[config.mk]
export PLATFORM = sky130hd
export DESIGN_NAME = pwm4
export DESIGN_NICKNAME = d
export VERILOG_FILES = /design/src/rtl/pwm4.sv
export SDC_FILE = /design/constraint.sdc
export NUM_CORES = 1
export LEC_CHECK = 0
export ABC_AREA = 0
export BUFFER_PORTS_ARGS = -buffer_cell sky130_fd_sc_hd__buf_4
export CAP_MARGIN = 25
export CORE_AREA = 2 2 39 41
export DETAILED_ROUTE_END_ITERATION = 10
export DIE_AREA = 0 0 41 43
export PLACE_DENSITY = 0.63
export SLEW_MARGIN = 5
export SYNTH_ARGS = -nofsm -noshare
export SYNTH_HDL_FRONTEND = slang
export SYNTH_SLANG_ARGS = --single-unit
[constraint.sdc]
create_clock -name clk -period 1.54 [get_ports clk]
set_input_delay 0.077 -clock clk [delete_from_list [all_inputs] [get_ports clk]]
set_output_delay 0.077 -clock clk [all_outputs]
set_load 0.05 [all_outputs]
[src/rtl/pwm4.sv]
// ---------------------------------------------------------------------------
// pwm4 -- 4-bit PWM generator slaved to an external free-running timebase.
//
// The upstream 4-bit counter `count` defines a 16-tick period. Once enabled,
// the block waits for the next timebase wrap (count==F). It then produces one
// PWM period per timebase revolution. Each period starts at count==0 and is
// high for `duty_act` ticks. Duty changes are staged in a shadow register and
// take effect only at a period boundary, so a period is never torn.
//
// Ports
//   clk         in   1  system clock, rising edge
//   rst         in   1  asynchronous, active-low reset
//   count       in   4  free-running timebase (+1 per clk, wraps F->0)
//   en          in   1  run request, level-sensitive
//   duty        in   4  requested high time in ticks (0..15)
//   duty_wr     in   1  one-cycle strobe: capture duty into the shadow reg
//   pwm         out  1  registered PWM output (1 clk after count)
//   period_end  out  1  registered one-cycle pulse at the end of each period
//   busy        out  1  high while the controller is ARM, RUN or DRAIN
//   wrap_cnt    out  8  completed-period counter (PWM4_WRAPCNT_EN only)
//
// Build option
//   PWM4_WRAPCNT_EN  adds the wrap_cnt port and its 8-bit counter. Without
//                    it the port and register are absent. Everything else
//                    behaves the same way.
//
// FSM
//   IDLE  -> ARM   en=1
//   ARM   -> IDLE  en=0 (wins over everything else)
//   ARM   -> RUN   count==F, so the first period starts at count==0
//   RUN   -> DRAIN en=0 mid-period: the current period finishes first
//   RUN   -> IDLE  en=0 exactly at count==F (period already complete)
//   DRAIN -> IDLE  count==F, en ignored
// ---------------------------------------------------------------------------
module pwm4 (
    input  logic       clk,
    input  logic       rst,
    input  logic [3:0] count,
    input  logic       en,
    input  logic [3:0] duty,
    input  logic       duty_wr,
    output logic       pwm,
    output logic       period_end,
    output logic       busy
`ifdef PWM4_WRAPCNT_EN
    ,
    output logic [7:0] wrap_cnt
`endif
);

    // State encoding.
    localparam logic [1:0] ST_IDLE  = 2'd0;
    localparam logic [1:0] ST_ARM   = 2'd1;
    localparam logic [1:0] ST_RUN   = 2'd2;
    localparam logic [1:0] ST_DRAIN = 2'd3;

    logic [1:0] state;
    logic [1:0] state_nxt;

    logic [3:0] duty_shd;
    logic [3:0] duty_act;

    // count==F marks the last tick of a period. The next tick (count==0)
    // opens a new one.
    logic at_wrap;
    // RUN and DRAIN both drive the waveform; DRAIN only finishes it.
    logic active;
    // ARM, RUN and DRAIN all follow the timebase for duty reloads.
    logic engaged;

    assign at_wrap = (count == 4'hF);
    assign active  = (state == ST_RUN) || (state == ST_DRAIN);
    assign engaged = (state != ST_IDLE);

    assign busy = engaged;

    // -----------------------------------------------------------------------
    // Next-state logic
    // -----------------------------------------------------------------------
    always_comb begin
        state_nxt = state;
        case (state)
            ST_IDLE: begin
                if (en) begin
                    state_nxt = ST_ARM;
                end
            end
            ST_ARM: begin
                if (!en) begin
                    state_nxt = ST_IDLE;
                end else if (at_wrap) begin
                    state_nxt = ST_RUN;
                end
            end
            ST_RUN: begin
                if (!en) begin
                    state_nxt = at_wrap ? ST_IDLE : ST_DRAIN;
                end
            end
            ST_DRAIN: begin
                if (at_wrap) begin
                    state_nxt = ST_IDLE;
                end
            end
            default: begin
                state_nxt = ST_IDLE;
            end
        endcase
    end

    always_ff @(posedge clk or negedge rst) begin
        if (!rst) begin
            state <= ST_IDLE;
        end else begin
            state <= state_nxt;
        end
    end

    // -----------------------------------------------------------------------
    // Duty registers
    //
    // duty_wr is a plain one-cycle strobe with no back-pressure: the value
    // on duty is taken on every edge where duty_wr=1.
    // -----------------------------------------------------------------------
    always_ff @(posedge clk or negedge rst) begin
        if (!rst) begin
            duty_shd <= 4'h0;
        end else if (duty_wr) begin
            duty_shd <= duty;
        end
    end

    // Reload at the period boundary. A write that arrives on that same edge
    // has not reached duty_shd yet, so it is forwarded straight from the
    // input. Otherwise it would slip a whole period.
    always_ff @(posedge clk or negedge rst) begin
        if (!rst) begin
            duty_act <= 4'h0;
        end else if (engaged && at_wrap) begin
            duty_act <= duty_wr ? duty : duty_shd;
        end
    end

    // -----------------------------------------------------------------------
    // Outputs
    // -----------------------------------------------------------------------
    // Unsigned 4-bit compare: duty 0 never goes high, duty 15 misses only
    // the count==F tick. The compare uses the duty_act value from before
    // the reload, so the final tick of a period still belongs to it.
    always_ff @(posedge clk or negedge rst) begin
        if (!rst) begin
            pwm <= 1'b0;
        end else begin
            pwm <= active && (count < duty_act);
        end
    end

    always_ff @(posedge clk or negedge rst) begin
        if (!rst) begin
            period_end <= 1'b0;
        end else begin
            period_end <= active && at_wrap;
        end
    end

`ifdef PWM4_WRAPCNT_EN
    // Steps on the same edge that raises period_end. It wraps naturally at
    // 8 bits and only reset clears it.
    always_ff @(posedge clk or negedge rst) begin
        if (!rst) begin
            wrap_cnt <= 8'h00;
        end else if (active && at_wrap) begin
            wrap_cnt <= wrap_cnt + 8'h01;
        end
    end
`endif

endmodule

==> After elaboration in Yosys (flattened, before gate mapping) <==
Cells that the tools add are included.
{ "word_totals": {"wordCells": 29, "in_bits": 12, "regBits": 12, "output_inout_bits": 3} }
{ "op_classes": {"order_cmp": 1, "n_eq_ne": 8, "n_reduce_logical": 7, "mux": 8} }
{ "op_table": {"columns": ["operator", "count"], "rows": [
  ["$mux 2", 6],
  ["$pmux 2 s4", 1],
  ["$ne 2x2->1 const B", 3],
  ["$eq 2x2->1 const B", 2],
  ["$eq 4x4->1 const B", 1],
  ["$lt 4x4->1", 1],
  ["$mux 4", 1],
  ["$reduce_and 4->1", 1],
  ["$logic_and 1x1->1", 3],
  ["$ne 3x3->1 const B", 1],
  ["$eq 2x1->1 const B", 1],
  ["$logic_not 2->1", 1],
  ["$reduce_bool 2->1", 1],
  ["$logic_or 1x1->1", 1]
]} }

==> Longest topological paths before layout <==
Gate-level depths: netlist of the first run.
{ "depth": {"word_depth": 4, "depth_mapped": 5, "mapped_depth_nobuf": 5} }

==> Worst setup path after synthesis of the first run <==
Ideal clock, no wire load.
{ "synth_path": {"kind": "register -> register", "start": "register state[1]", "end": "register duty_act[0]", "t_required_ps": 1415, "arrival_time_ps": 1230, "synth_period_minus_slack_ps": 1355, "setup_slack_ps": 185, "stages_incl_launch_ff": 5, "path_cell_list": "dfrtp_1 > or2_1 > buf_6 > and2_4 > mux2_4"} }
{ "synth_via": {"elab_chain_cells": 2} }
{ "synth_lines": {"columns": ["element", "line", "source"], "rows": [
  ["start: declaration", "57", "logic [1:0] state;"],
  ["start signal: assignment", "115", "state <= state_nxt;"],
  ["$reduce_bool 2->1", "73", "assign engaged = (state != ST_IDLE);"],
  ["net busy", "44", "output logic busy"],
  ["$logic_and 1x1->1", "139", "end else if (engaged && at_wrap) begin"],
  ["end signal: assignment", "140", "duty_act <= duty_wr ? duty : duty_shd;"],
  ["end: declaration", "61", "logic [3:0] duty_act;"]
]} }
The timed path passes the listed nets, and every way through them passes these cells.
A chain may end at the register's enable or synchronous reset.

==> Worst setup path in the final report of the first run <==
{ "layout_path": {"start": "register state[1]", "end": "register duty_act[0]"} }
{ "layout_via": {"elab_chain_cells": 2} }
{ "layout_lines": {"columns": ["element", "line"], "rows": [
  ["$reduce_bool 2->1", "73"],
  ["$logic_and 1x1->1", "139"]
]} }
No other way between the ends.

==> results of run 1 <==
[final cells by class]
type | count | area [um^2] | area share, %
Clock buffer | 3 | 22.5 | 3.23
Inverter | 3 | 11.3 | 1.62
Multi-Input combinational cell | 29 | 228 | 32.7
Sequential cell | 12 | 300 | 43.1
Tap cell | 16 | 20.0 | 2.87
Timing Repair Buffer | 15 | 115 | 16.5
[worst max-delay path, cell delays in order (launching register included)]
cell and delay, ns:
dfrtp_1 0.43, or2_1 0.31, and2_4 0.17, mux2_4 0.29
[cells in the final DEF (no fill, tap or decap)]
master and count:
nor2_1 1, mux2_4 1, mux2_2 4, a31oi_1 3, clkbuf_4 3, ha_1 3, a221oi_1 1, and2_4 1
buf_4 14, and4_1 1, and2_2 1, a21o_1 1, dlygate4sd3_1 1, or2_1 1, o21ai_0 3, nand2b_1 3
nand3_1 3, nand3b_1 1, dfrtp_1 12, inv_1 3, nand2_1 1
[power by group through the flow]
stage                     sequential, W  clock (W)  combinational, W
after detailed placement       0.000458          0          0.000353
final                          0.000453   0.000181          0.000349
after floorplan                0.000491          0          0.000230
after global routing           0.000463   0.000207          0.000392
after CTS                      0.000452   0.000185          0.000357
after global placement         0.000454          0          0.000350
[path summary, 6_finish.rpt]
kind	from	to	cells past startpoint
setup reg to reg	state[1]	duty_act[0]	3
max in group asynchronous	rst	duty_act[2]	2
hold / removal	duty[3]	duty_shd[3]	2
setup / recovery	state[1]	duty_act[0]	3
hold reg to reg	duty_shd[0]	duty_shd[0]	1
min in group asynchronous	rst	duty_act[3]	2
[cells by family (layout without fill, tap and decap cells)]
group                      Yosys count  after routing
and+or+nand+nor                     13             13
buffers and inverters                5             21
AOI/OAI and AO/OA                    8              8
DFF                                 12             12
adders and majority gates            3              3
muxes                                5              5
[registers in the layout, summed over array words and instances, names as in the netlist]
name and cells:
pwm 1, state 2, duty_act 4, period_end 1
duty_shd 4
[routing by layer]
metal	up-vias	share of wire (%)
li1	194	-
met1	175	47
met2	17	44
met3	2	7.0
met4	0	1.6
met5	-	0
[through the flow]
step	hold slack (ns)	cell area (um^2)	setup WS (ns)	total power, W	util, %
floorplan	-0.219	562	0.185	0.000721	-
global placement	-0.0767	664	0.266	0.000804	48.0
detailed placement	-0.0752	664	0.238	0.000811	48.0
finish	0.0639	697	0.225	0.000982	50.4
CTS	0.0645	697	0.226	0.000994	50.4
global route	0.0640	697	0.169	0.00106	50.4
==> summary.txt, run 1 <==
Yosys
  – Count of state elements after synthesis: 12
  – Main combinational cell family by area after synthesis: simple AND/OR/NAND/NOR gates
  – Post-synthesis compound-gate area fraction: 8.91%
  – Post-synthesis cell count: 46
  – Dominant synthesized flop cell: dfrtp_1
  – Net count after synthesis: 61
  – Mux contribution to synthesized area: 10.7%
  – Yosys cell types: 19
  – Synth Area in Simple Gates: 14.3%
  – Syn Area/Cell: 12.2 um^2
  – Synth Cell Area: 562 um^2
  – Synth cell count leaders: 12 x dfrtp_1, 4 x mux2_2
  – Synth Area in XOR/XNOR: 0%
  – Leading area contributor after synthesis: dfrtp_1
  – Seq/Total Area, Yosys: 53.5%
  – Count leader, synth: dfrtp_1
  – Async set or reset register ratio after synthesis: 100%
  – Count of flip-flops with a built-in enable after synthesis: 0
  – Top cells by area, synth: dfrtp_1 53%, mux2_2 8.0%, ha_1 6.7%
  – Synth warn: 0
  – Area share of the largest cell type after synthesis: 53.5%
  – Post-Synth Adder-Cell Area: 6.68%

Routing
  – Routed len/inst: 11.3 um
  – DR vias/cell: 4.97
  – DR pass1 iterations: 4
  – Final ANT Viol Nets: 0
  – DRC Markers: 0
  – Number of DRC markers in iteration 0: 8
  – Detailed-route via count: 388
  – Final wirelength: 885 um

STA
  – Final Skew: 0.00177 ns
  – Tcrit/Tclk final: 85.4%
  – Slew of the pin with the lowest slew margin: 0.263 ns
  – Max Slew Vio Count: 0
  – TNS Setup: 0 ns
  – Final Hold Violating Endpoints: 0
  – Fin crit period: 1.32 ns
  – Fmax: 760 MHz
  – RSZ-0062 raised after global routing: false
  – Final setup vio count: 0
  – Slew headroom: 82.5%

Power and ir drop
  – Power per cell area: 1410 nW/um^2
  – Seq pwr share: 46.1%
  – Clock network fraction of total power: 18.4%
  – Max IR drop VDD: 0.696 mV
  – Leakage power: 0.336 nW
  – P_sw: 0.000339 W
  – Combinational power share: 35.5%
  – Int Pwr: 0.000643 W
  – Sw Share: 34.5%

Global routing
  – Global route overflow: 0
  – Antenna violations before repair: 0
  – GR Util met2: 16.6%
  – Largest net degree at the start of global routing: 13
  – GR peak layer: met1
  – First-pass GRT wire length: 1430 um
  – Global-route usage over all layers: 12.5%
  – Vias in the first global route: 348
  – Met3 Use GR: 1.57%
  – Met1 Use GR: 17.3%

Die
  – Cell Rows: 14
  – Core area: 1380 um^2
  – Die X: 41 um
  – Die area: 1760 um^2
  – Die Height: 43 um
  – Initial core utilization: 40.6%
  – # IOs: 15

Setup path
  – CP Data Required Time: 1.69 ns
  – Crit path max fanout: 7
  – CP Capture Type: flop
  – Critical path launch point type: flop
  – Critical path arrival: 1.46 ns
  – R2r setup slk: 0.22 ns
  – Critical path class: reg2reg

Clock network
  – CTS H-tree depth: 1
  – Clock Tree Buf Depth: 2
  – CTS sink count: 12
  – Clk slew on worst S/H paths: 0.07 ns
  – Hold Buf Count CTS: 1
  – CTS tree: yes
  – Root buffer cell: clkbuf_4
  – Post_cts resized: 0
  – Worst-Skew Late Latency: 0.26 ns
  – # Post-CTS Setup Buffers: 0
  – TritonCTS Buffers: 3

Worst hold path
  – Min-Delay Path Class: in2reg

Finish
  – Post-route insts no fill: 78
  – Layout area overhead: 24.1%
  – Antenna diode count: 0
  – Fill count: 126
  – Share of post-route cells with drive strength above 1: 38.7%
  – # nets final: 79

Place
  – Port bufs: 14
  – RePlAce Congestion: 0.778
  – Cells after DPL: 74
  – Post-DP HPWL: 703 um

Run
  – # Max-Cap Violations: 0

Status
  – Outcome: completed
Note: power is estimated with default switching activity, not from simulation.
==> run 2, diff against run 1 <==
--- a/config.mk
+++ b/config.mk
@@ -9,8 +9,10 @@
 export BUFFER_PORTS_ARGS = -buffer_cell sky130_fd_sc_hd__buf_4
 export CAP_MARGIN = 25
 export CORE_AREA = 2 2 39 41
+export CTS_BUF_LIST = sky130_fd_sc_hd__clkbuf_2
 export DETAILED_ROUTE_END_ITERATION = 10
 export DIE_AREA = 0 0 41 43
+export MAX_ROUTING_LAYER = met4
 export PLACE_DENSITY = 0.63
 export SLEW_MARGIN = 5
 export SYNTH_ARGS = -nofsm -noshare
==> summary.txt, run 2 (synthesized netlist as in run 1, its figures left out) <==
Status
  – Outcome: completed

Finish
  – Antenna diode count: 0
  – # nets final: 79
  – Commonest non-fill, non-tap cells in the layout: 14 x buf_4, 12 x dfrtp_1, 4 x mux2_2
  – Fill count: 127
  – Share of post-route cells with drive strength above 1: 38.7%
  – Layout area overhead: 22.7%
  – Most common cell after layout, fill and taps aside: buf_4
  – Final design utilization: 49.8%
  – Final instance area: 689 um^2
  – Largest registers: duty_act (4), duty_shd (4), state (2)

Routing
  – Final wirelength: 882 um
  – DR vias/cell: 5.03
  – DR pass1 iterations: 4
  – Number of DRC markers in iteration 0: 3
  – Routed len/inst: 11.3 um
  – Detailed-route via count: 392
  – Final ANT Viol Nets: 0
  – DRC Markers: 0

Setup path
  – CP Capture Type: flop
  – R2r startpoint: state[1]
  – Worst reg2reg path depth: 3
  – CP endpoint: duty_act[0]
  – R2r setup slk: 0.22 ns
  – Crit. Startpoint: state[1]
  – CP Data Required Time: 1.70 ns
  – Critical path arrival: 1.48 ns
  – Crit path max fanout: 7
  – Worst R2R End: duty_act[0]
  – Critical path launch point type: flop
  – Critical path class: reg2reg

Place
  – Cell Area, Placed: 664 um^2
  – RePlAce Congestion: 0.788
  – Post-DP HPWL: 703 um
  – Port bufs: 14

STA
  – Final Hold Violating Endpoints: 0
  – RSZ-0062 raised after global routing: false
  – Tcrit/Tclk final: 85.8%
  – Slew of the pin with the lowest slew margin: 0.256 ns
  – TNS Setup: 0 ns
  – Max Slew Vio Count: 0
  – Slew headroom: 82.9%
  – Fin crit period: 1.32 ns
  – Fmax: 757 MHz
  – Final setup vio count: 0
  – Final Skew: 0.00119 ns

Clock network
  – CTS tree: yes
  – TritonCTS Buffers: 3
  – Worst-Skew Late Latency: 0.26 ns
  – Clk slew on worst S/H paths: 0.10 ns
  – # Post-CTS Setup Buffers: 0
  – CTS H-tree depth: 1
  – Post_cts resized: 0
  – CTS sink count: 12
  – Clock Tree Buf Depth: 2
  – Root buffer cell: clkbuf_2

Worst hold path
  – Min-Delay Path Class: in2reg

Die
  – Die Height: 43 um
  – Core area: 1380 um^2
  – Die X: 41 um
  – Die area: 1760 um^2
  – # IOs: 15
  – Cell Rows: 14
  – Initial core utilization: 40.6%

Power and ir drop
  – Leakage power: 0.334 nW
  – Combinational power share: 36.7%
  – Max IR drop VDD: 0.553 mV
  – Power per cell area: 1380 nW/um^2
  – Seq pwr share: 47.6%
  – P_sw: 0.000345 W
  – Clock network fraction of total power: 15.7%
  – Sw Share: 36.3%
  – Int Pwr: 0.000605 W

Global routing
  – Largest net degree at the start of global routing: 13
  – Global-route usage over all layers: 13.1%
  – First-pass GRT wire length: 1440 um
  – Vias in the first global route: 348
  – Global route overflow: 0
  – Antenna violations before repair: 0

Run
  – # Max-Cap Violations: 0
## run 2: worst min path at each step
stage,from,end,slack (ns),cells past startpoint
after floorplan,rst,duty_act[0],-0.22,0
after CTS,duty[3],duty_shd[3],0.06,2
after global routing,duty[3],duty_shd[3],0.05,2
after global placement,rst,period_end,-0.08,1
after detailed placement,rst,period_end,-0.08,1
final,duty[3],duty_shd[3],0.06,2
## run 2: what timing repair did
action,in CTS,in global routing
endpoints found under the hold margin,12,0
setup endpoints to repair,0,0
hold buffers,1,0
## run 2: critical path: stages, from the launching register on
cell     delay [ns]
dfrtp_1        0.45
or2_1          0.31
and2_4         0.17
mux2_4         0.29
## run 2: layout make-up
class	count	area, um^2	share of cell area (%)
Inverter	3	11.3	1.63
Clock buffer	3	15.0	2.18
Multi-Input combinational cell	29	228	33.0
Tap cell	16	20.0	2.90
Timing Repair Buffer	15	115	16.7
Sequential cell	12	300	43.6
## run 2: power groups by stage
stage	Sequential [W]	Combinational [W]	Clock, W
finish	0.000452	0.000348	0.000149
global route	0.000462	0.000392	0.000173
CTS	0.000452	0.000357	0.000153
detailed placement	0.000458	0.000353	0
global placement	0.000454	0.000350	0
floorplan	0.000491	0.000230	0
## run 2: layer usage
metal	routed length, um	part of all wire, %	global-route usage (%)	up-vias
met5	0	0	-	-
met4	31	3.5	12.0	0
met3	54	6.1	1.57	5
met2	386	44	16.6	14
met1	410	46	17.3	179
li1	-	-	-	194
## run 2: through the flow
step                      power [W]  hold slack [ns]  instances  setup WS (ns)
final                      0.000950           0.0589         78          0.219
after global routing        0.00103           0.0541         78          0.159
after CTS                  0.000961           0.0594         78          0.221
after detailed placement   0.000811          -0.0752         74          0.238
after global placement     0.000804          -0.0767         74          0.266
after floorplan            0.000721           -0.219         46          0.185
==> run 3, diff against run 2 <==
==> constraint.sdc (replaced) <==
create_clock -name clk -period 1.45 [get_ports clk]
set_input_delay 0.0725 -clock clk [delete_from_list [all_inputs] [get_ports clk]]
set_output_delay 0.0725 -clock clk [all_outputs]
set_load 0.05 [all_outputs]
==> summary.txt, run 3 (synthesized netlist as in run 1, its figures left out) <==
STA
  – Fin crit period: 1.30 ns
  – Slew of the pin with the lowest slew margin: 0.266 ns
  – Final Hold Violating Endpoints: 0
  – RSZ-0062 raised after global routing: false
  – Final worst slack: 0.149 ns
  – Slew headroom: 82.3%
  – Final Skew: 0.0111 ns
  – Fmax: 768 MHz
  – TNS Setup: 0 ns
  – Final setup vio count: 0
  – Tcrit/Tclk final: 89.7%
  – Max Slew Vio Count: 0

Die
  – Die area: 1760 um^2
  – # IOs: 15
  – Core area: 1380 um^2
  – Initial core utilization: 40.6%
  – Die X: 41 um
  – Die Height: 43 um
  – Cell Rows: 14

Routing
  – Final ANT Viol Nets: 0
  – Routed len/inst: 11.7 um
  – Final wirelength: 921 um
  – Number of DRC markers in iteration 0: 0
  – DR vias/cell: 4.85
  – DR pass1 iterations: 1
  – DRC Markers: 0
  – Detailed-route via count: 383

Place
  – RePlAce Congestion: 0.790
  – Port bufs: 14
  – Post-DP HPWL: 722 um
  – Worst slack, placed: 0.154 ns
  – Cell Area, Placed: 664 um^2

Power and ir drop
  – Sw Share: 36.8%
  – Power per cell area: 1480 nW/um^2
  – Clock network fraction of total power: 16.7%
  – Max IR drop VDD: 0.656 mV
  – Seq pwr share: 47.0%
  – Leakage power: 0.336 nW
  – Int Pwr: 0.000646 W
  – P_sw: 0.000376 W
  – Combinational power share: 36.3%

Clock network
  – # Post-CTS Setup Buffers: 0
  – CTS sink count: 12
  – Post_cts resized: 0
  – Worst-Skew Late Latency: 0.27 ns
  – TritonCTS Buffers: 3
  – CTS tree: yes
  – Clock Tree Buf Depth: 2
  – Root buffer cell: clkbuf_2
  – CTS H-tree depth: 1
  – Clk slew on worst S/H paths: 0.12 ns

Global routing
  – Largest net degree at the start of global routing: 13
  – Global route overflow: 0
  – Global-route usage over all layers: 14.1%
  – Vias in the first global route: 332
  – First-pass GRT wire length: 1520 um
  – Antenna violations before repair: 0

Status
  – Outcome: completed

Setup path
  – Crit path max fanout: 7
  – Critical path class: reg2out
  – CP Capture Type: primary output
  – Critical path arrival: 1.23 ns
  – CP Data Required Time: 1.38 ns
  – Critical path launch point type: flop
  – R2r setup slk: 0.16 ns

Run
  – # Max-Cap Violations: 0

Worst hold path
  – Min-Delay Path Class: in2reg

Finish
  – Layout area overhead: 23.4%
  – Largest registers: duty_act (4), duty_shd (4), state (2)
  – Commonest non-fill, non-tap cells in the layout: 14 x buf_4, 12 x dfrtp_1, 4 x mux2_2
  – Antenna diode count: 0
  – Share of post-route cells with drive strength above 1: 38.1%
  – Most common cell after layout, fill and taps aside: buf_4
  – # nets final: 79
  – Final instance area: 693 um^2
  – Fill count: 143
run 3: cell types whose count changed in the layout (fill, tap and decap cells not counted):
cell      before  now
clkinv_1       0    1
run 3: layout make-up:
cell class / instances / area (um^2) / share of cell area [%]
timing repair buffer: 15 / 115 / 16.6
tap: 16 / 20.0 / 2.89
multi-input combinational: 29 / 228 / 32.9
sequential: 12 / 300 / 43.3
inverter: 3 / 11.3 / 1.62
clock buffer: 3 / 15.0 / 2.17
clock inverter: 1 / 3.75 / 0.542
run 3: final timing paths:
path,start,endpoint,depth (start not counted)
setup / recovery,state[1],busy,2
hold / removal,duty[1],duty_shd[1],2
setup reg to reg,state[1],duty_act[0],3
hold reg to reg,duty_shd[3],duty_shd[3],1
max in group asynchronous,rst,period_end,2
min in group asynchronous,rst,duty_shd[2],2
run 3: what timing repair did:
item | in CTS | in global routing
hold endpoints to repair | 12 | 0
hold buffers | 1 | 0
setup endpoints to repair | 0 | 0
run 3: routing by layer:
metal	routed length, um	vias up	track usage (%)
met5	0	-	-
met4	40	0	12.0
met3	55	5	3.14
met2	394	14	16.6
met1	431	169	19.7
li1	-	195	-
run 3: per-stage QoR:
stage	std cells	hold WS [ns]	power, W	utilization, %
6_report	79	0.0401	0.00102	50.1
5_1_grt	79	0.0244	0.00110	50.1
4_1_cts	79	0.0386	0.00103	50.1
3_5_place_dp	74	-0.0797	0.000863	48.0
3_3_place_gp	74	-0.0815	0.000854	48.0
2_1_floorplan	46	-0.223	0.000766	-
run 3: power by group through the flow:
stage                     Sequential [W]  Combinational [W]  Clock [W]
after detailed placement        0.000485           0.000377          0
after global routing            0.000495           0.000413   0.000196
after floorplan                 0.000522           0.000244          0
final                           0.000481           0.000371   0.000171
after global placement          0.000483           0.000372          0
after CTS                       0.000481           0.000379   0.000175
run 3: critical path, stage by stage, from the launching register on:
cell	delay (ns)
dfrtp_1	0.45
or2_1	0.31
buf_4	0.21
